`config.mk`:
```
export PLATFORM = sky130hd
export DESIGN_NAME = if_fetch_flat
export DESIGN_NICKNAME = d
export VERILOG_FILES = /design/src/rtl/mips_pkg.sv /design/src/rtl/if_fetch_if.sv /design/src/rtl/if_fetch_pc_next_sel.sv /design/src/rtl/if_fetch.sv /design/src/flat_wrapper.sv
export SDC_FILE = /design/constraint.sdc
export NUM_CORES = 1
export LEC_CHECK = 0
export ABC_AREA = 1
export CAP_MARGIN = 5
export CORE_UTILIZATION = 47
export DETAILED_ROUTE_END_ITERATION = 16
export GPL_ROUTABILITY_DRIVEN = 0
export GPL_TIMING_DRIVEN = 0
export PLACE_DENSITY = 0.82
export SYNTH_ARGS = -nofsm -noshare
export SYNTH_HDL_FRONTEND = slang
export SYNTH_SLANG_ARGS = --single-unit
```
`constraint.sdc`:
```
create_clock -name clk -period 4.15 [get_ports clk]
set_input_delay 0.83 -clock clk [delete_from_list [all_inputs] [get_ports clk]]
set_output_delay 0.83 -clock clk [all_outputs]
set_load 0.005 [all_outputs]
```
`src/rtl/mips_pkg.sv`:
```
// mips_pkg: constants and types shared by the instruction-fetch slice.
//   XLEN          - datapath / address width
//   RESET_PC      - fetch address after reset
//   NOP           - instruction word presented on a pipeline bubble
//   fetch_state_t - fetch FSM state (WAIT for memory, HAVE an instruction)
package mips_pkg;

    localparam int unsigned XLEN     = 32;
    localparam int unsigned WORD_B   = 4;

    localparam logic [XLEN-1:0] RESET_PC = 32'h0000_3000;
    localparam logic [XLEN-1:0] NOP      = 32'h0000_0000;

    typedef enum logic {
        ST_WAIT = 1'b0,
        ST_HAVE = 1'b1
    } fetch_state_t;

endpackage : mips_pkg

```
`src/rtl/if_fetch_if.sv`:
```
// if_fetch_if: request/acknowledge bus between the fetch stage and
// instruction memory.
//   imem_req   - fetch request (fetch -> memory)
//   imem_addr  - word address being fetched, stable while imem_req is high
//   imem_ack   - response valid this cycle (memory -> fetch)
//   imem_rdata - instruction word, valid with imem_ack
interface if_fetch_if;
    import mips_pkg::*;

    logic            imem_req;
    logic [XLEN-1:0] imem_addr;
    logic            imem_ack;
    logic [XLEN-1:0] imem_rdata;

    // Fetch stage side.
    modport master (
        output imem_req,
        output imem_addr,
        input  imem_ack,
        input  imem_rdata
    );

    // Instruction memory side.
    modport slave (
        input  imem_req,
        input  imem_addr,
        output imem_ack,
        output imem_rdata
    );

endinterface : if_fetch_if

```
`src/rtl/if_fetch_pc_next_sel.sv`:
```
// pc_next_sel: priority select of the next fetch PC when the F slot is
// consumed. A pending delay-slot redirect beats a live redirect, which
// beats sequential fetch.
//   pend_v      - a redirect was captured while the delay slot was in flight
//   pend_pc     - its target
//   redirect    - live D-stage redirect
//   redirect_pc - live redirect target
//   pc_seq      - sequential successor of the current PC
//   pc_next_c   - selected next PC (combinational)
module pc_next_sel
    import mips_pkg::*;
(
    input  logic            pend_v,
    input  logic [XLEN-1:0] pend_pc,
    input  logic            redirect,
    input  logic [XLEN-1:0] redirect_pc,
    input  logic [XLEN-1:0] pc_seq,
    output logic [XLEN-1:0] pc_next_c
);

    // Priority mux: pend > redirect > sequential.
    always_comb begin
        pc_next_c = pc_seq;
        if (pend_v) begin
            pc_next_c = pend_pc;
        end else if (redirect) begin
            pc_next_c = redirect_pc;
        end
    end

endmodule : pc_next_sel

```
`src/rtl/if_fetch.sv`:
```
// if_fetch: instruction-fetch stage feeding the IF/ID register.
// Holds the fetch PC, runs a req/ack handshake with instruction memory and
// presents one instruction per fetch, with NOP bubbles while a fetch is
// outstanding. Obeys stall and applies D-stage redirects after the delay slot.
//   clk, reset      - clock; synchronous active-high reset
//   stall           - hazard unit hold; the F slot is not consumed this edge
//   redirect        - D-stage branch taken / jump
//   redirect_pc     - redirect target, valid with redirect
//   imem            - instruction memory bus (master side)
//   instr_F         - instruction to IF/ID (NOP on a bubble)
//   PC_F            - address of instr_F
//   PC4_F, PC8_F    - PC_F+4 and PC_F+8, wrapping
//   valid_F         - 1 = real instruction, 0 = bubble
module if_fetch
    import mips_pkg::*;
#(
    parameter logic [31:0] RESET_PC = mips_pkg::RESET_PC,
    parameter logic [31:0] NOP      = mips_pkg::NOP
) (
    input  logic              clk,
    input  logic              reset,
    input  logic              stall,
    input  logic              redirect,
    input  logic [XLEN-1:0]   redirect_pc,
    if_fetch_if.master        imem,
    output logic [XLEN-1:0]   instr_F,
    output logic [XLEN-1:0]   PC_F,
    output logic [XLEN-1:0]   PC4_F,
    output logic [XLEN-1:0]   PC8_F,
    output logic              valid_F
);

    fetch_state_t    state_q,   state_d;
    logic [XLEN-1:0] pc_q,      pc_d;
    logic [XLEN-1:0] ibuf_q,    ibuf_d;
    logic            pend_v_q,  pend_v_d;
    logic [XLEN-1:0] pend_pc_q, pend_pc_d;

    logic [XLEN-1:0] pc_seq_c;
    logic [XLEN-1:0] pc_next_c;

    assign pc_seq_c = pc_q + XLEN'(WORD_B);

    // Next fetch PC applied when the F slot is consumed.
    pc_next_sel u_pc_next_sel (
        .pend_v      (pend_v_q),
        .pend_pc     (pend_pc_q),
        .redirect    (redirect),
        .redirect_pc (redirect_pc),
        .pc_seq      (pc_seq_c),
        .pc_next_c   (pc_next_c)
    );

    // State and datapath registers.
    always_ff @(posedge clk) begin
        if (reset) begin
            state_q   <= ST_WAIT;
            pc_q      <= RESET_PC;
            ibuf_q    <= NOP;
            pend_v_q  <= 1'b0;
            pend_pc_q <= RESET_PC;
        end else begin
            state_q   <= state_d;
            pc_q      <= pc_d;
            ibuf_q    <= ibuf_d;
            pend_v_q  <= pend_v_d;
            pend_pc_q <= pend_pc_d;
        end
    end

    // Next-state logic.
    always_comb begin
        state_d   = state_q;
        pc_d      = pc_q;
        ibuf_d    = ibuf_q;
        pend_v_d  = pend_v_q;
        pend_pc_d = pend_pc_q;

        unique case (state_q)
            ST_WAIT: begin
                // Redirect arriving before the delay slot is fetched: park the
                // target and let the delay slot at pc complete first. A stalled
                // branch re-asserts later, so it is ignored here.
                if (redirect && !stall && !pend_v_q) begin
                    pend_v_d  = 1'b1;
                    pend_pc_d = redirect_pc;
                end
                // Capture the response regardless of stall; the slot is
                // only held once an instruction is present.
                if (imem.imem_ack) begin
                    ibuf_d  = imem.imem_rdata;
                    state_d = ST_HAVE;
                end
            end
            ST_HAVE: begin
                if (!stall) begin
                    state_d  = ST_WAIT;
                    pc_d     = pc_next_c;
                    pend_v_d = 1'b0;
                end
            end
            default: begin
                state_d = ST_WAIT;
            end
        endcase
    end

    // Output decode; reset forces a clean bubble at the reset PC.
    always_comb begin
        imem.imem_req  = 1'b0;
        imem.imem_addr = pc_q;
        instr_F        = NOP;
        valid_F        = 1'b0;
        PC_F           = pc_q;

        if (reset) begin
            imem.imem_addr = RESET_PC;
            PC_F           = RESET_PC;
        end else if (state_q == ST_HAVE) begin
            instr_F = ibuf_q;
            valid_F = 1'b1;
        end else begin
            imem.imem_req = 1'b1;
        end

        PC4_F = PC_F + XLEN'(WORD_B);
        PC8_F = PC_F + XLEN'(2 * WORD_B);
    end

endmodule : if_fetch

```
`src/flat_wrapper.sv`:
```
// flat-port wrapper written by rule: the top's interface ports become plain ports
module if_fetch_flat import mips_pkg::*;
#(
    parameter logic [31:0] RESET_PC = mips_pkg::RESET_PC,
    parameter logic [31:0] NOP      = mips_pkg::NOP
)
  (clk, reset, stall, redirect, redirect_pc, instr_F, PC_F, PC4_F, PC8_F, valid_F, imem_imem_req, imem_imem_addr, imem_imem_ack, imem_imem_rdata);
  if_fetch_if imem_i ();
  input  logic clk;
  input  logic reset;
  input  logic stall;
  input  logic redirect;
  input  logic [XLEN-1:0] redirect_pc;
  output logic [XLEN-1:0] instr_F;
  output logic [XLEN-1:0] PC_F;
  output logic [XLEN-1:0] PC4_F;
  output logic [XLEN-1:0] PC8_F;
  output logic valid_F;
  output wire logic [$bits(imem_i.imem_req)-1:0] imem_imem_req;
  output wire logic [$bits(imem_i.imem_addr)-1:0] imem_imem_addr;
  input wire logic [$bits(imem_i.imem_ack)-1:0] imem_imem_ack;
  input wire logic [$bits(imem_i.imem_rdata)-1:0] imem_imem_rdata;
  assign imem_imem_req = imem_i.imem_req;
  assign imem_imem_addr = imem_i.imem_addr;
  assign imem_i.imem_ack = imem_imem_ack;
  assign imem_i.imem_rdata = imem_imem_rdata;
  if_fetch #(.RESET_PC(RESET_PC), .NOP(NOP)) u_core (.clk(clk), .reset(reset), .stall(stall), .redirect(redirect), .redirect_pc(redirect_pc), .imem(imem_i), .instr_F(instr_F), .PC_F(PC_F), .PC4_F(PC4_F), .PC8_F(PC8_F), .valid_F(valid_F));
endmodule
```
==> impl_results.md, run 1 <==
- Synth top area share: 0.290
- Gate Count Post-Synth: 1116
- Syn nets: 1188
- Worst path required time: 3.32 ns
- Final period util: 0.950
- PwrDens: 254 nW/um^2
- CP endpoint kind: output pin
- CTS buffer count: 9
- Psw: 0.000646 W
- Worst-Skew Late Latency: 0.35 ns
- Setup_tns: 0 ns
- Max Root-Sink Buffers: 2
- Initial Utilization: 0.485
- Dpl cell area: 9270 sq um
- Max IR drop VDD: 211 uV
- Number of global-route vias before repair: 7422
- Hold Path Class: flip-flop to flip-flop
- Worst path depth: 13
- Pin slew with the least headroom to its limit: 0.656 ns
- DRT Pass-1 Iters: 5
- Io pins: 231
- DRC Markers: 0
- RSZ-0062 raised after global routing: false
- Die area: 14900 sq um
- Reg2reg start: u_core.pc_q[2]$_SDFFE_PP0P_
- Clk sinks: 98
- Ant. Diodes: 0
- Area of the multi-input gates: 3900 sq um
- WP data arrival: 3.11 ns
- Run status: complete, no violations
- Maxcap violations: 0
- Layout cells sized above 1: 0.0905
- Cells on worst reg2reg path: 10
- Synth Flop Type: dfxtp_1
- Setup slack, reg-to-reg: 2.08 ns
- Grt total ovfl: 0
- Cell Rows: 43
- First-pass GRT wire length: 37.0 mm
- Vias per inst: 5.15
- Final Max Tran Viols: 0
- Buffers & Inverters on Critical Path: 6
- Critical path capture point: PC4_F[21]
- Nets: 1426
- Cell area after synthesis: 6760 sq um
- Initial antenna violation count: 0
- Final wirelength: 23.1 mm
- Hold Vio Cnt, Final: 0
- Minimum clock period: 3.94 ns
- Fin util: 0.690
- CP delay by family, top: buffers and inverters
- Core area: 13900 sq um
- Total track usage: 0.320
- Worst slew margin: 0.561
- Starting DRT DRC Count: 772
- Comb power frac: 0.188
- H-tree depth: 3
- Max frequency: 254 MHz
- Synth area leaders: dfxtp_1 29%, nand2_1 16%, nor2_1 12%
- Max FO, Critical Path: 28
- Part of the power in registers: 0.424
- CP Launch Type: input port
- Port Buffers: 228
- CTS tree: built
- Yosys cell types: 36
- Asr flop ratio synth: 0
- Cell breakdown of the critical path: buf_6, buf_4, nor2_4, ha_1, inv_1, nor2_2, nand4_1, buf_4, nor2_4, nand2_1, xor2_1, inv_1, clkdlybuf4s50_1
- Clock Skews: 0.00809 ns
- Final setup fails: 0
- Switching share of power: 0.264
- Lkg Pwr: 4.00 nW
- Largest net degree at the start of global routing: 29
- WL/cell: 15.0 microns
- CP startpoint: reset
- Hold Buf Count CTS: 0
- DR vias: 7924
- Post-DRT Antenna Nets: 0
- Area Growth Syn to Fin: 42.3%
- Chip Height: 122 microns
- Reg clk slew, reported paths: 0.07 ns
- Flops & latches, synth: 98
- # fillers: 1261
- Synth warn: 0
- Final instance area: 9620 sq um
- Clock share of power: 0.387
- Internal: 0.00180 W
- Root Driver: clkbuf_16
- Syn avg cell area: 6.06 sq um
- Number of synthesized flops with an enable pin: 0
- Critical R2R Capture: u_core.pc_q[28]$_SDFFE_PP0P_
- Detailed Place HPWL: 18.5 mm
- Crit-path max cell delay: 0.49 ns
- Sequential area share after synthesis: 0.290
- Kind of critical path: input port to output pin
- CP max stage cell: clkdlybuf4s50_1
- Chip width: 122 microns
- Sequential cell area: 1960 sq um
- Yosys top cell by area: dfxtp_1
## Yosys cell counts (13+ instances only)
| master | n |
|---|---|
| nand2_1 | 280 |
| nor2_1 | 215 |
| dfxtp_1 | 98 |
| inv_1 | 92 |
| o21ai_0 | 90 |
| a21oi_1 | 66 |
| nand3_1 | 54 |
| buf_4 | 37 |
| xor2_1 | 36 |
| clkbuf_1 | 28 |
| nor2_2 | 19 |
| buf_2 | 16 |
| inv_2 | 13 |
## registers in the layout (all words and copies together), names as in the netlist
register and cells:
u_core.state_q 1, u_core.pend_v_q 1, u_core.pend_pc_q 32, u_core.ibuf_q 32, u_core.pc_q 32
## area by class of cell
cell class / instances / area share
buffer: 86 / 0.0525
clock buffer: 10 / 0.0238
clock inverter: 6 / 0.0109
inverter: 106 / 0.0416
multi-input combinational: 824 / 0.406
sequential: 98 / 0.204
tap: 180 / 0.0234
timing repair buffer: 229 / 0.238
## metrics by stage
| step | total power [W] | std cells | setup slack [ns] | hold slack [ns] |
|---|---|---|---|---|
| 6_report | 0.00245 | 1539 | 0.207 | 0.454 |
| 3_3_place_gp | 0.00151 | 1524 | -0.490 | 0.439 |
| 2_1_floorplan | 0.00129 | 1116 | 0.501 | 0.429 |
| 4_1_cts | 0.00245 | 1539 | 0.0901 | 0.456 |
| 3_5_place_dp | 0.00151 | 1524 | -0.520 | 0.445 |
| 5_1_grt | 0.00255 | 1539 | 0.0524 | 0.465 |
## worst min-delay path: cells and delay by family (launching register included)
| family | cells | cell delay (ns) |
|---|---|---|
| flip-flops | 1 | 0.30 |
| buffers and inverters | 1 | 0.06 |
| AO/OA/AOI/OAI | 1 | 0.05 |
## layer usage
| metal | track usage | wire length [microns] |
|---|---|---|
| met1 | 0.390 | 9080 |
| met2 | 0.529 | 10400 |
| met3 | 0.0660 | 2490 |
| met4 | 0.168 | 1140 |
| met5 | 0 | 0 |
## power groups by stage
stage	registers, W	clock network, W	logic, W
4_1_cts	0.00104	0.000955	0.000457
3_3_place_gp	0.00106	0	0.000449
3_5_place_dp	0.00106	0	0.000455
2_1_floorplan	0.00105	0	0.000245
5_1_grt	0.00104	0.000993	0.000509
6_report	0.00104	0.000947	0.000460
## logic make-up after synthesis
kind of cell | after synthesis | share of synthesized area
compound gates | 172 | 0.130
xor+xnor | 46 | 0.0596
fa+ha+maj | 3 | 0.00555
mux | 1 | 0.00148
flops | 98 | 0.290
buf+inv | 194 | 0.135
simple gates | 602 | 0.378
## how the worst min path moves through the flow
stage	from	end	slack [ns]	cells past startpoint
finish	u_core.pend_pc_q[1]$_SDFFE_PP0P_	u_core.pend_pc_q[1]$_SDFFE_PP0P_	0.45	2
global route	u_core.pend_pc_q[19]$_SDFFE_PP0P_	u_core.pend_pc_q[19]$_SDFFE_PP0P_	0.47	2
CTS	u_core.pend_pc_q[26]$_SDFFE_PP0P_	u_core.pend_pc_q[26]$_SDFFE_PP0P_	0.46	2
detailed placement	u_core.pend_pc_q[1]$_SDFFE_PP0P_	u_core.pend_pc_q[1]$_SDFFE_PP0P_	0.45	2
global placement	u_core.pend_pc_q[20]$_SDFFE_PP0P_	u_core.pend_pc_q[20]$_SDFFE_PP0P_	0.44	2
floorplan	u_core.pend_pc_q[1]$_SDFFE_PP0P_	u_core.pend_pc_q[1]$_SDFFE_PP0P_	0.43	2
## timing repair
action | CTS | global route
gates resized for setup | 5 | 2
endpoints found under the hold margin | 0 | 0
setup endpoints to repair | 36 | 2
buffers inserted | 1 | 0
pin swaps | 1 | 0
gates cloned | 0 | 0
## cell usage in the layout, fill, tap and decap left out, types with 2 or more instances in the layout
cell and instances:
o21ai_1 7, o21ai_0 90, nor3_1 7, ha_1 3, nor2_8 2, buf_1 5
nand4_1 6, xnor2_1 10, nor2_2 18, buf_2 13, xor2_1 36, nor2_1 213
clkinv_2 3, dfxtp_1 98, clkbuf_1 29, nand2_1 280, o211ai_1 2, clkdlybuf4s50_1 228
a21oi_1 66, nor3_2 5, nand3_1 54, clkbuf_16 9, inv_1 92, bufinv_16 3
inv_2 13, buf_4 39, nor2_4 13, o22ai_1 3
(Power assumes the default switching activity.)
==> inputs of run 2 (changes only) <==
SETUP_SLACK_MARGIN = 0.3   (was default)
==> run 2 against run 1 <==
- clock-buffer cell count unchanged
- sequential share of layout area down 0.50 points
- fmax up 3.0%
- critical path depth up 1
==> impl_results.md, run 2 (synthesis gave the netlist of run 1 again) <==
- Run status: complete, no violations (unchanged)
- Internal: 0.00180 W (about the same)
- Final setup fails: 0 (unchanged)
- CP startpoint: reset (unchanged)
- Area Growth Syn to Fin: 45.9% (was 42.3%)
- Layout cells sized above 1: 0.106 (was 0.0905)
- Chip width: 122 microns (unchanged)
- Cells on worst reg2reg path: 10 (unchanged)
- Hold Path Class: flip-flop to flip-flop (unchanged)
- Io pins: 231 (unchanged)
- Reg clk slew, reported paths: 0.07 ns (about the same)
- Ant. Diodes: 0 (unchanged)
- Initial Utilization: 0.485 (unchanged)
- First-pass GRT wire length: 37.4 mm (was 37.0 mm)
- Number of global-route vias before repair: 7504 (was 7422)
- Kind of critical path: input port to output pin (unchanged)
- Pin slew with the least headroom to its limit: 0.648 ns (was 0.656 ns)
- CTS tree: built (unchanged)
- Worst-Skew Late Latency: 0.35 ns (about the same)
- Max Root-Sink Buffers: 2 (unchanged)
- Top Registers: u_core.ibuf_q (32), u_core.pc_q (32), u_core.pend_pc_q (32) (unchanged)
- PwrDens: 249 nW/um^2 (was 254 nW/um^2)
- Reg2reg start: u_core.pc_q[2]$_SDFFE_PP0P_ (unchanged)
- Comb power frac: 0.191 (was 0.188)
- Commonest non-fill, non-tap cell in the layout: nand2_1 (unchanged)
- CP endpoint kind: output pin (unchanged)
- Starting DRT DRC Count: 749 (was 772)
- CTS buffer count: 9 (unchanged)
- Setup slack, reg-to-reg: 2.04 ns (was 2.08 ns)
- Worst path required time: 3.32 ns (about the same)
- Max FO, Critical Path: 10 (was 28)
- DR vias: 8127 (was 7924)
- Part of the power in registers: 0.423 (was 0.424)
- Clock Skews: 0.00799 ns (was 0.00809 ns)
- Total track usage: 0.324 (was 0.320)
- Clock share of power: 0.386 (was 0.387)
- Vias per inst: 5.24 (was 5.15)
- Final wirelength: 23.8 mm (was 23.1 mm)
- Grt total ovfl: 0 (unchanged)
- Critical path capture point: PC4_F[24] (was PC4_F[21])
- Max frequency: 261 MHz (was 254 MHz)
- Fin util: 0.708 (was 0.690)
- Max IR drop VDD: 213 uV (was 211 uV)
- Switching share of power: 0.265 (was 0.264)
- Critical R2R Capture: u_core.pc_q[28]$_SDFFE_PP0P_ (unchanged)
- Minimum clock period: 3.83 ns (was 3.94 ns)
- WP data arrival: 3.00 ns (was 3.11 ns)
- H-tree depth: 3 (unchanged)
- Final Max Tran Viols: 0 (unchanged)
- Worst hold margin: 0.454 ns (about the same)
- Final period util: 0.922 (was 0.950)
- WL/cell: 15.3 microns (was 15.0 microns)
- Chip Height: 122 microns (unchanged)
- Post-DRT Antenna Nets: 0 (unchanged)
- CP Launch Type: input port (unchanged)
- Core area: 13900 sq um (unchanged)
- Root Driver: clkbuf_16 (unchanged)
- Cell Rows: 43 (unchanged)
- Largest net degree at the start of global routing: 16 (was 29)
- Lkg Pwr: 4.30 nW (was 4.00 nW)
- Most frequent cells in the layout: 277 x nand2_1, 212 x clkdlybuf4s50_1, 209 x nor2_1 (was 280 x nand2_1, 228 x clkdlybuf4s50_1, 213 x nor2_1)
- Detailed Place HPWL: 18.5 mm (unchanged)
- Die area: 14900 sq um (unchanged)
- Initial antenna violation count: 0 (unchanged)
- Worst slew margin: 0.566 (was 0.561)
- RSZ-0062 raised after global routing: true (was false)
- Psw: 0.000651 W (was 0.000646 W)
- Hold Vio Cnt, Final: 0 (unchanged)
- DRT Pass-1 Iters: 6 (was 5)
- Nets: 1439 (was 1426)
- Port Buffers: 228 (unchanged)
- Clk sinks: 98 (unchanged)
- DRC Markers: 0 (unchanged)
- Maxcap violations: 0 (unchanged)
==> run 2: stage by stage <==
step	power (W)	cells	TNS, ns	worst slack [ns]	instance area [sq um]
2_1_floorplan	0.00129	1116	0	0.501	6760
3_3_place_gp	0.00151	1524	-9.08	-0.490	9270
3_5_place_dp	0.00151	1524	-9.17	-0.520	9270
4_1_cts	0.00245	1546	0	0.248	9740
5_1_grt	0.00255	1552	0	0.200	9860
6_report	0.00245	1552	0	0.322	9860
==> run 2: worst min-delay path by stage <==
stage | startpoint | end | slack, ns | depth (start not counted)
floorplan | u_core.pend_pc_q[1]$_SDFFE_PP0P_ | u_core.pend_pc_q[1]$_SDFFE_PP0P_ | 0.43 | 2
global placement | u_core.pend_pc_q[20]$_SDFFE_PP0P_ | u_core.pend_pc_q[20]$_SDFFE_PP0P_ | 0.44 | 2
detailed placement | u_core.pend_pc_q[1]$_SDFFE_PP0P_ | u_core.pend_pc_q[1]$_SDFFE_PP0P_ | 0.45 | 2
CTS | u_core.pend_pc_q[26]$_SDFFE_PP0P_ | u_core.pend_pc_q[26]$_SDFFE_PP0P_ | 0.46 | 2
global route | u_core.pend_pc_q[19]$_SDFFE_PP0P_ | u_core.pend_pc_q[19]$_SDFFE_PP0P_ | 0.47 | 2
finish | u_core.pend_pc_q[1]$_SDFFE_PP0P_ | u_core.pend_pc_q[1]$_SDFFE_PP0P_ | 0.45 | 2
==> run 2: routing by layer <==
| layer | vias to the layer above | track usage | wire, microns |
|---|---|---|---|
| li1 | 3974 | - | - |
| met1 | 3547 | 0.396 | 9250 |
| met2 | 530 | 0.533 | 10800 |
| met3 | 76 | 0.0665 | 2630 |
| met4 | 0 | 0.173 | 1140 |
| met5 | - | 0 | 0 |
==> run 2: layout make-up <==
cell class | count | area, sq um
plain buffers | 88 | 553
clock buffers | 10 | 229
clock inverters | 6 | 105
fillers | 1218 | 4070
inverters | 106 | 400
multi-input cells | 824 | 3990
flip-flops and latches | 98 | 1960
well taps | 180 | 225
repair buffers | 240 | 2400
==> run 2: critical path, stage by stage <==
cell and delay (ns):
buf_6 0.14, buf_12 0.16, buf_8 0.15, buf_12 0.15
nor2_4 0.17, ha_4 0.16, inv_1 0.06, nor2_4 0.12
inv_2 0.08, nor2_4 0.15, nand3_1 0.11, xor2_1 0.15
inv_1 0.06, clkdlybuf4s50_1 0.49
==> run 2: power groups by stage <==
stage                     combinational (W)  sequential, W  clock, W
after floorplan                    0.000245        0.00105         0
after global placement             0.000449        0.00106         0
after detailed placement           0.000455        0.00106         0
after CTS                          0.000463        0.00104  0.000955
after global routing               0.000517        0.00104  0.000993
final                              0.000468        0.00104  0.000949
==> run 2: repair_timing <==
| action | CTS | global route |
|---|---|---|
| gates resized for setup | 30 | 24 |
| pin swaps | 8 | 8 |
| hold buffers | 0 | 0 |
| setup endpoints to repair | 42 | 19 |
| buffers inserted | 6 | 6 |
==> inputs of run 3 (changes only) <==
SLEW_MARGIN = 20   (was default)
==> results of run 3 <==
No change in the layout: final DEF, timing and power equal those of run 2.
